<file path="src/rtl/huffman_pkg.sv">
// Shared types and helpers for the parametrised Huffman coder: FSM encodings,
// the merge-slot record and the slot ordering rule used by the min-2 scanner.
package huffman_pkg;

    localparam int GID_W  = 5;
    localparam int IDX_W  = 5;
    localparam int LEN_W  = 5;
    localparam int SCNT_W = 32;

    localparam logic [1:0] ST_LOAD  = 2'd0;
    localparam logic [1:0] ST_SCAN  = 2'd1;
    localparam logic [1:0] ST_MERGE = 2'd2;
    localparam logic [1:0] ST_DONE  = 2'd3;

    typedef struct packed {
        logic [SCNT_W-1:0] count;
        logic [GID_W-1:0]  gid;
        logic              active;
    } slot_t;

    function automatic int clog2(input int value);
        int r;
        for (r = 0; (1 << r) < value; r++) begin
        end
        return r;
    endfunction

    // Lower count wins; on equal counts the larger group id is the smaller key.
    function automatic logic key_less(input slot_t a, input slot_t b);
        return (a.count < b.count) || ((a.count == b.count) && (a.gid > b.gid));
    endfunction

endpackage

</file>
<file path="src/rtl/huffman_min2_scan.sv">
// Sequential smallest / second-smallest tracker: one slot per enabled cycle,
// restarted by start on the first slot of each scan.
module huffman_min2_scan
    import huffman_pkg::*;
(
    input  logic             clk,
    input  logic             reset,
    input  logic             en,
    input  logic             start,
    input  slot_t            slot_in,
    input  logic [IDX_W-1:0] idx_in,
    output slot_t            a_slot,
    output slot_t            b_slot,
    output logic [IDX_W-1:0] a_idx,
    output logic [IDX_W-1:0] b_idx
);

    logic a_valid_reg;
    logic b_valid_reg;
    logic cur_a_valid;
    logic cur_b_valid;
    logic take_a;
    logic take_b;

    always_comb begin
        cur_a_valid = start ? 1'b0 : a_valid_reg;
        cur_b_valid = start ? 1'b0 : b_valid_reg;
        take_a      = 1'b0;
        take_b      = 1'b0;
        if (en && slot_in.active) begin
            if (!cur_a_valid || key_less(slot_in, a_slot)) begin
                take_a = 1'b1;
            end else if (!cur_b_valid || key_less(slot_in, b_slot)) begin
                take_b = 1'b1;
            end
        end
    end

    always_ff @(posedge clk or posedge reset) begin
        if (reset) begin
            a_slot      <= '0;
            b_slot      <= '0;
            a_idx       <= '0;
            b_idx       <= '0;
            a_valid_reg <= 1'b0;
            b_valid_reg <= 1'b0;
        end else if (en) begin
            if (take_a) begin
                b_slot      <= a_slot;
                b_idx       <= a_idx;
                b_valid_reg <= cur_a_valid;
                a_slot      <= slot_in;
                a_idx       <= idx_in;
                a_valid_reg <= 1'b1;
            end else if (take_b) begin
                b_slot      <= slot_in;
                b_idx       <= idx_in;
                b_valid_reg <= 1'b1;
                a_valid_reg <= cur_a_valid;
            end else begin
                a_valid_reg <= cur_a_valid;
                b_valid_reg <= cur_b_valid;
            end
        end
    end

endmodule

</file>
<file path="src/rtl/huffman_param_coder.sv">
// Frame histogram plus Huffman code construction by repeated two-minimum merge;
// publishes per-symbol counts, then per-symbol right-aligned codes and length masks.
module huffman_param_coder
    import huffman_pkg::*;
#(
    parameter int NSYM   = 6,
    parameter int NSAMP  = 100,
    parameter int CODE_W = 8,
    parameter int DATA_W = 8
) (
    input  logic                     clk,
    input  logic                     reset,
    input  logic                     gray_valid,
    input  logic [DATA_W-1:0]        gray_data,
    output logic                     gray_ready,
    output logic                     cnt_valid,
    output logic [NSYM*clog2(NSAMP+1)-1:0] cnt_o,
    output logic                     err_sym,
    output logic                     code_valid,
    output logic [NSYM*CODE_W-1:0]   hc_o,
    output logic [NSYM*CODE_W-1:0]   m_o
);

    localparam int CNT_W = clog2(NSAMP + 1);

    logic [1:0]        state_reg;
    logic [CNT_W-1:0]  samp_reg;
    logic [CNT_W-1:0]  hist_reg [NSYM];
    logic [CNT_W-1:0]  hist_next [NSYM];
    logic              err_reg;
    logic              err_next;
    logic              accept;
    logic              last_accept;
    logic              sym_ok;

    slot_t             slot_reg [NSYM];
    slot_t             scan_slot;
    logic [GID_W-1:0]  gid_reg [NSYM];
    logic [GID_W-1:0]  gid_next [NSYM];
    logic [LEN_W-1:0]  len_reg [NSYM];
    logic [LEN_W-1:0]  len_next [NSYM];
    logic [CODE_W-1:0] code_reg [NSYM];
    logic [CODE_W-1:0] code_next [NSYM];
    logic [IDX_W-1:0]  scan_idx_reg;
    logic [GID_W-1:0]  merge_num_reg;
    logic [GID_W-1:0]  new_gid;

    slot_t             a_slot;
    slot_t             b_slot;
    logic [IDX_W-1:0]  a_idx;
    logic [IDX_W-1:0]  b_idx;

    logic              cnt_valid_reg;
    logic              err_sym_reg;
    logic              code_valid_reg;
    logic [CNT_W-1:0]  cnt_out_reg [NSYM];
    logic [CODE_W-1:0] hc_reg [NSYM];
    logic [CODE_W-1:0] m_reg [NSYM];

    assign gray_ready  = (state_reg == ST_LOAD);
    assign accept      = gray_valid && gray_ready;
    assign last_accept = accept && (samp_reg == CNT_W'(NSAMP - 1));
    assign sym_ok      = (gray_data != '0) && (32'(gray_data) <= 32'(NSYM));
    assign new_gid     = GID_W'(NSYM) + merge_num_reg;

    assign cnt_valid  = cnt_valid_reg;
    assign err_sym    = err_sym_reg;
    assign code_valid = code_valid_reg;

    for (genvar gi = 0; gi < NSYM; gi++) begin : g_out
        assign cnt_o[gi*CNT_W +: CNT_W]  = cnt_out_reg[gi];
        assign hc_o[gi*CODE_W +: CODE_W] = hc_reg[gi];
        assign m_o[gi*CODE_W +: CODE_W]  = m_reg[gi];
    end

    always_comb begin
        err_next  = err_reg | (accept & ~sym_ok);
        scan_slot = '0;
        for (int s = 0; s < NSYM; s++) begin
            hist_next[s] = hist_reg[s];
            if (accept && (32'(gray_data) == 32'(s + 1))) begin
                hist_next[s] = hist_reg[s] + CNT_W'(1);
            end
            if (IDX_W'(s) == scan_idx_reg) begin
                scan_slot = slot_reg[s];
            end
        end
    end

    // Group A members get a 1 at their current length, group B a 0; each new bit
    // lands above the existing ones so it ends up as the code MSB.
    always_comb begin
        for (int s = 0; s < NSYM; s++) begin
            code_next[s] = code_reg[s];
            len_next[s]  = len_reg[s];
            gid_next[s]  = gid_reg[s];
            if (state_reg == ST_MERGE) begin
                if (gid_reg[s] == a_slot.gid) begin
                    code_next[s] = code_reg[s] | (CODE_W'(1) << len_reg[s]);
                    len_next[s]  = len_reg[s] + LEN_W'(1);
                    gid_next[s]  = new_gid;
                end else if (gid_reg[s] == b_slot.gid) begin
                    code_next[s] = code_reg[s] & ~(CODE_W'(1) << len_reg[s]);
                    len_next[s]  = len_reg[s] + LEN_W'(1);
                    gid_next[s]  = new_gid;
                end
            end
        end
    end

    huffman_min2_scan u_scan (
        .clk     (clk),
        .reset   (reset),
        .en      (state_reg == ST_SCAN),
        .start   (scan_idx_reg == '0),
        .slot_in (scan_slot),
        .idx_in  (scan_idx_reg),
        .a_slot  (a_slot),
        .b_slot  (b_slot),
        .a_idx   (a_idx),
        .b_idx   (b_idx)
    );

    always_ff @(posedge clk or posedge reset) begin
        if (reset) begin
            state_reg      <= ST_LOAD;
            samp_reg       <= '0;
            err_reg        <= 1'b0;
            cnt_valid_reg  <= 1'b0;
            err_sym_reg    <= 1'b0;
            code_valid_reg <= 1'b0;
            scan_idx_reg   <= '0;
            merge_num_reg  <= '0;
            for (int s = 0; s < NSYM; s++) begin
                hist_reg[s]    <= '0;
                slot_reg[s]    <= '0;
                gid_reg[s]     <= '0;
                len_reg[s]     <= '0;
                code_reg[s]    <= '0;
                cnt_out_reg[s] <= '0;
                hc_reg[s]      <= '0;
                m_reg[s]       <= '0;
            end
        end else begin
            cnt_valid_reg  <= 1'b0;
            code_valid_reg <= 1'b0;
            case (state_reg)
                ST_LOAD: begin
                    if (accept) begin
                        err_reg  <= err_next;
                        samp_reg <= samp_reg + CNT_W'(1);
                        for (int s = 0; s < NSYM; s++) begin
                            hist_reg[s] <= hist_next[s];
                        end
                    end
                    if (last_accept) begin
                        samp_reg      <= '0;
                        cnt_valid_reg <= 1'b1;
                        err_sym_reg   <= err_next;
                        scan_idx_reg  <= '0;
                        merge_num_reg <= '0;
                        state_reg     <= ST_SCAN;
                        for (int s = 0; s < NSYM; s++) begin
                            cnt_out_reg[s] <= hist_next[s];
                            slot_reg[s]    <= '{count: SCNT_W'(hist_next[s]), gid: GID_W'(s), active: 1'b1};
                            gid_reg[s]     <= GID_W'(s);
                            len_reg[s]     <= '0;
                            code_reg[s]    <= '0;
                        end
                    end
                end
                ST_SCAN: begin
                    scan_idx_reg <= scan_idx_reg + IDX_W'(1);
                    if (scan_idx_reg == IDX_W'(NSYM - 1)) begin
                        scan_idx_reg <= '0;
                        state_reg    <= ST_MERGE;
                    end
                end
                ST_MERGE: begin
                    merge_num_reg <= merge_num_reg + GID_W'(1);
                    for (int s = 0; s < NSYM; s++) begin
                        code_reg[s] <= code_next[s];
                        len_reg[s]  <= len_next[s];
                        gid_reg[s]  <= gid_next[s];
                        if (IDX_W'(s) == a_idx) begin
                            slot_reg[s].count <= a_slot.count + b_slot.count;
                            slot_reg[s].gid   <= new_gid;
                        end
                        if (IDX_W'(s) == b_idx) begin
                            slot_reg[s].active <= 1'b0;
                        end
                    end
                    if (merge_num_reg == GID_W'(NSYM - 2)) begin
                        state_reg      <= ST_DONE;
                        code_valid_reg <= 1'b1;
                        for (int s = 0; s < NSYM; s++) begin
                            hc_reg[s] <= code_next[s];
                            m_reg[s]  <= (CODE_W'(1) << len_next[s]) - CODE_W'(1);
                        end
                    end else begin
                        state_reg <= ST_SCAN;
                    end
                end
                ST_DONE: begin
                    state_reg <= ST_LOAD;
                    err_reg   <= 1'b0;
                    for (int s = 0; s < NSYM; s++) begin
                        hist_reg[s] <= '0;
                    end
                end
                default: state_reg <= ST_LOAD;
            endcase
        end
    end

endmodule

</file>
<file path="config.mk">
export PLATFORM = sky130hd
export DESIGN_NAME = huffman_param_coder
export DESIGN_NICKNAME = d
export VERILOG_FILES = /design/src/rtl/huffman_pkg.sv /design/src/rtl/huffman_min2_scan.sv /design/src/rtl/huffman_param_coder.sv
export SDC_FILE = /design/constraint.sdc
export NUM_CORES = 2
export LEC_CHECK = 0
export ABC_CLOCK_PERIOD_IN_PS = 52700
export CORE_MARGIN = 3
export CORE_UTILIZATION = 45
export CTS_CLUSTER_DIAMETER = 60
export CTS_CLUSTER_SIZE = 25
export DETAILED_ROUTE_END_ITERATION = 10
export SLEW_MARGIN = 20
export SYNTH_ARGS = -nofsm -noshare
export SYNTH_HDL_FRONTEND = slang
export SYNTH_SLANG_ARGS = --single-unit
</file>
<file path="constraint.sdc">
create_clock -name clk -period 52.7 [get_ports clk]
set_input_delay 10.54 -clock clk [delete_from_list [all_inputs] [get_ports clk]]
set_output_delay 10.54 -clock clk [all_outputs]
set_load 0.01 [all_outputs]
</file>
# After elaboration in Yosys (flattened, before gate mapping)
# Cells that the tools add are included.
# totals
regBits	626
latchBits	0
ram_bits	0
rom_bits	0
input_bits	11
wordCells	361
n_memories	0
# classes
add_sub_neg	23
mul	0
div_mod_pow	0
n_lt_le_gt_ge	5
eq_ne	62
shift	12
muxes	106
bitwise	21
reduce_logical	55
# ops
op	n
one-hot mux 228 bit (2 select lines)	1
two-way mux 38 bit	8
two-way mux 228 bit	1
two-way mux 37 bit	6
two-way mux 5 bit	34
one-hot mux 30 bit (2 select lines)	2
two-way mux 8 bit	12
one-hot mux 48 bit (2 select lines)	1
<< shifter 1 x 5 -> 8 bit (first input constant)	12
one-hot mux 42 bit (2 select lines)	1
equality test 32 bit	2
less-than comparator 32 bit	2
equality test 5 bit	12
two-way mux 30 bit	2
two-way mux 7 bit	8
AND reduction 3 bit	18
adder 7 x 1 -> 7 bit (second input constant)	7
bitwise AND 8 bit	6
two-way mux 48 bit	1
inverter 8 bit	6
OR 8 bit	6
subtractor 8 x 2 -> 8 bit (second input constant)	6
two-way mux 42 bit	1
adder 5 x 1 -> 5 bit (second input constant)	8
34 further kinds	121

# Depth between registers and ports, before layout
# logic_depth
word_depth	16
depth_mapped	21

# Cells and area by module
# From an unflattened synthesis, not the netlist that was laid out.
# unflattened
hier_cells	3752
hier_area_um2	34260.4
# by_module_without_submodules
mod	instances	cells_each	area_per_inst_um2	seq_area_each_um2
huffman_param_coder	1	3248	28663.7	13487.9
huffman_min2_scan	1	504	5596.6	2202.1

# Worst setup path after synthesis
# No wires, ideal clock.
# synth_path
path_kind	input to register
startpoint	input gray_data[4]
endpoint	register slot_reg[49] (netlist bit)
arrival_time_ns	12.565
required_time_ns	52.635
slack_ns	40.070
stages	9
cell_sequence	or4_1 nor2_1 nand3_2 nor3b_4 and4_1 nand3_1 xor2_1 o211ai_1 o21a_1
# synth_via
elab_chain_len	5
# synth_rtl
item	line	source
start, declared	huffman_param_coder.sv:14	input logic [DATA_W-1:0] gray_data,
equality test 8 x 3 -> 1 bit	huffman_param_coder.sv:81	if (accept && (32'(gray_data) == 32'(s + 1))) begin
logical AND 1 bit	huffman_param_coder.sv:81	
two-way mux 7 bit	huffman_param_coder.sv:81	
two-way mux 228 bit	huffman_param_coder.sv:156	if (last_accept) begin
one-hot mux 228 bit (2 select lines)	huffman_param_coder.sv:147	case (state_reg)
end signal, assigned by index	huffman_param_coder.sv:165	slot_reg[s] <= '{count: SCNT_W'(hist_next[s]), gid: GID_W'(s), active: 1'b1};
end, declared	huffman_param_coder.sv:36	slot_t slot_reg [NSYM];
# Every way passes these cells. The select of a mux whose other input is x is not followed.
# A chain may end at the register's enable or synchronous reset.

# Worst setup path in the final report
# layout_path
startpoint	input gray_valid
endpoint	register gid_reg[11] (netlist bit)
# layout_via
elab_chain_len	4
# layout_rtl
item	line	source
start, declared	huffman_param_coder.sv:13	input logic gray_valid,
logical AND 1 bit	huffman_param_coder.sv:61	assign accept = gray_valid && gray_ready;
logical AND 1 bit	huffman_param_coder.sv:62	assign last_accept = accept && (samp_reg == CNT_W'(NSAMP - 1));
!= test 2 x 1 -> 1 bit (no line)	--	
AND reduction 3 bit (no line)	--	
end signal, assigned by index	huffman_param_coder.sv:166	gid_reg[s] <= GID_W'(s);
end signal, assigned by index	huffman_param_coder.sv:184	gid_reg[s] <= gid_next[s];
end, declared	huffman_param_coder.sv:38	logic [GID_W-1:0] gid_reg [NSYM];
# Every way passes these cells.

==> run metrics <==
status complete, no violations; final routed DRC violation total 0; Total GRT Usage 22.94%; reg2reg setup slack 45.60 ns; Switch Pwr 0.2312 mW; # resized after CTS 0; Unique masters post-synth 79; Worst Hold Path Cells 2; crit end category flip-flop; Peak supply drop 0.02505 mV; area leader, netlist dfrtp_1; Sw Share 24.40%; per-cell routed wire length 18.93 µm; pin count of the biggest net entering global routing 124; Setup crit start kind input port; Die H 278.7 µm; final hold violations 0; Post-synth ARST share 100.0%; final WL 89320 µm; antenna-violating nets left 0; GRT overflow 0; syn nets 3839; Clk pin slew, worst setup/hold paths 0.07 ns; setup_tns 0 ns; count leader, synth dfrtp_1; Max Fanout on Critical Path 40; max FFs per register 228; HPWL after DPL 60180 µm; port bufs 152; commonest cells in the netlist dfrtp_1 (625), nand2_1 (543), o21ai_0 (465); Internal 0.7164 mW; Syn Area/Cell 9.057 µm²; cells after synthesis 3695; Final Cycle Share 25.20%; Max-Cap Viols 0; global-route wire length before repair 144900 µm; Synth top area share 46.73%; # nets final 3858; Hold WC Path Type reg -> reg; io pins 153; TritonCTS clock tree done; Seq cells post-synth 625; Die X 278.7 µm; Layout area overhead 13.15%; Slew HR 25.38%; top post-synthesis cells by area dfrtp_1 (47%), o21ai_0 (7.0%), nand2_1 (6.1%), ha_1 (4.9%), nor2_1 (3.7%); clk_skew 0.03228 ns; Post-CTS Setup Repair Bufs 0; CTS root buf clkbuf_16; Core Box Area 73330 µm²; min Tclk post-route 13.28 ns; layout cell share with drive strength beyond 1 5.585%; num rows 99; count of flip-flops with a built-in enable after synthesis 0; starting DRC count in detailed routing 1869; Ant. Diodes 0; clock buffer depth 3; Worst R2R Path Depth 18; starting density of the core 45.64%; initial antenna violation count 1; fmax 75.30 MHz; power per cell area 25.03 nW/µm²; Ys Warns 0; hold buffers post-CTS 0; clock buffer count from CTS 55; Post-Syn Area 33470 µm²; RSZ-0062 raised after global routing false; Leakage 17.00 nW; Clk pwr share 48.3%; Worst-Skew Late Latency 0.65 ns; Reg power frac 50.6%; worst path arrival time 13.81 ns; Worst Tran Pin Value 1.115 ns; final setup violation count 0; Final WS setup 39.42 ns; drt pass-1 iters 5; routability cong. 0.8404; Slew Viols, Final 0; Seq/Total Area, Yosys 46.73%; Clock Sinks 625; H-tree Lvls 2; vias in the first global route 25480; DP Worst Slack 38.58 ns; vias 26720; DIE AREA 77680 µm²; Req. time, crit path 53.23 ns; Comb power frac 1.2%; crit path kind in -> reg; average vias per placed instance 5.663; Synth Flop Type dfrtp_1
-- worst max-delay path, cell delays in order --
cell             delay (ns)
clkdlybuf4s50_1        0.41
and2_1                 0.14
buf_4                  0.24
and3_1                 0.30
nand3_4                0.40
inv_2                  0.38
nor2_4                 0.58
buf_4                  0.44
a21oi_1                0.10
o22a_1                 0.23
-- power groups by stage --
stage	clock [mW]	sequential, mW	combinational [mW]
2_1_floorplan	0	0.489	0.00729
4_1_cts	0.471	0.479	0.0118
3_5_place_dp	0	0.489	0.0118
6_report	0.458	0.479	0.0109
3_3_place_gp	0	0.489	0.0118
5_1_grt	0.489	0.479	0.0130
-- through the flow --
stage          std cells  util [%]  hold WS [ns]  power (mW)  cell area [µm²]
2_1_floorplan       3695         -        0.4387      0.4965            33470
3_3_place_gp        4610     48.63        0.4496      0.5005            35660
3_5_place_dp        4610     48.63        0.4541      0.5005            35660
4_1_cts             4713     51.43        0.4725      0.9617            37720
5_1_grt             4719     51.64        0.4952      0.9808            37870
6_report            4719     51.64        0.4688      0.9476            37870
-- per-layer routing --
| metal | track usage (%) | up-vias | share of wire (%) |
|---|---|---|---|
| li1 | - | 13070 | - |
| met1 | 32.32 | 13030 | 47 |
| met2 | 37.75 | 511 | 47 |
| met3 | 2.834 | 108 | 4.2 |
| met4 | 5.845 | 0 | 2.2 |
| met5 | 0 | - | 0 |
-- logic make-up after synthesis --
logic type                 share of synthesized area [%]
buffers and inverters                              3.997
AOI/OAI and AO/OA                                  18.76
and+or+nand+nor                                    16.42
xor gates and xnor gates                           4.057
muxes                                              5.040
DFF                                                46.73
adders and majority gates                          4.995
-- cells in the final DEF, fill, tap and decap left out, types with 11 or more instances in the layout --
cell / instances
a211oi_1: 12
a21o_1: 32
a21oi_1: 217
a221oi_1: 113
a22o_1: 27
a31oi_1: 40
and2_1: 26
and3_1: 24
buf_4: 33
clkbuf_16: 56
clkdlybuf4s50_1: 152
dfrtp_1: 625
ha_1: 132
inv_1: 112
inv_6: 11
mux2_1: 38
mux2_2: 18
mux2i_1: 98
nand2_1: 543
nand2b_1: 27
nand3_1: 93
nand4_1: 31
nor2_1: 324
nor2b_1: 24
nor3_1: 65
nor3b_1: 11
o211ai_1: 30
o21a_1: 28
o21ai_0: 464
o21ai_1: 11
or3_1: 11
xnor2_1: 77
xor2_1: 78
-- layout make-up --
| type | instances | area, µm² |
|---|---|---|
| Clock buffer | 61 | 1470 |
| Timing Repair Buffer | 191 | 1919 |
| Inverter | 115 | 439.2 |
| Tap cell | 959 | 1200 |
| Multi-Input combinational cell | 2726 | 16610 |
| Clock inverter | 42 | 584.3 |
| Fill cell | 6931 | 35460 |
| Sequential cell | 625 | 15640 |
-- final timing paths --
kind / startpoint / end
worst max register to register: scan_idx_reg[2] / u_scan.b_idx[4]
min in group asynchronous: reset / m_o[13]
worst min register to register: m_o[7] / m_o[7]
worst min-delay path: m_o[7] / m_o[7]
worst max-delay path: gray_valid / gid_reg[11]
max in group asynchronous: reset / cnt_o[36]
Note: power is estimated with default switching activity, not from simulation.
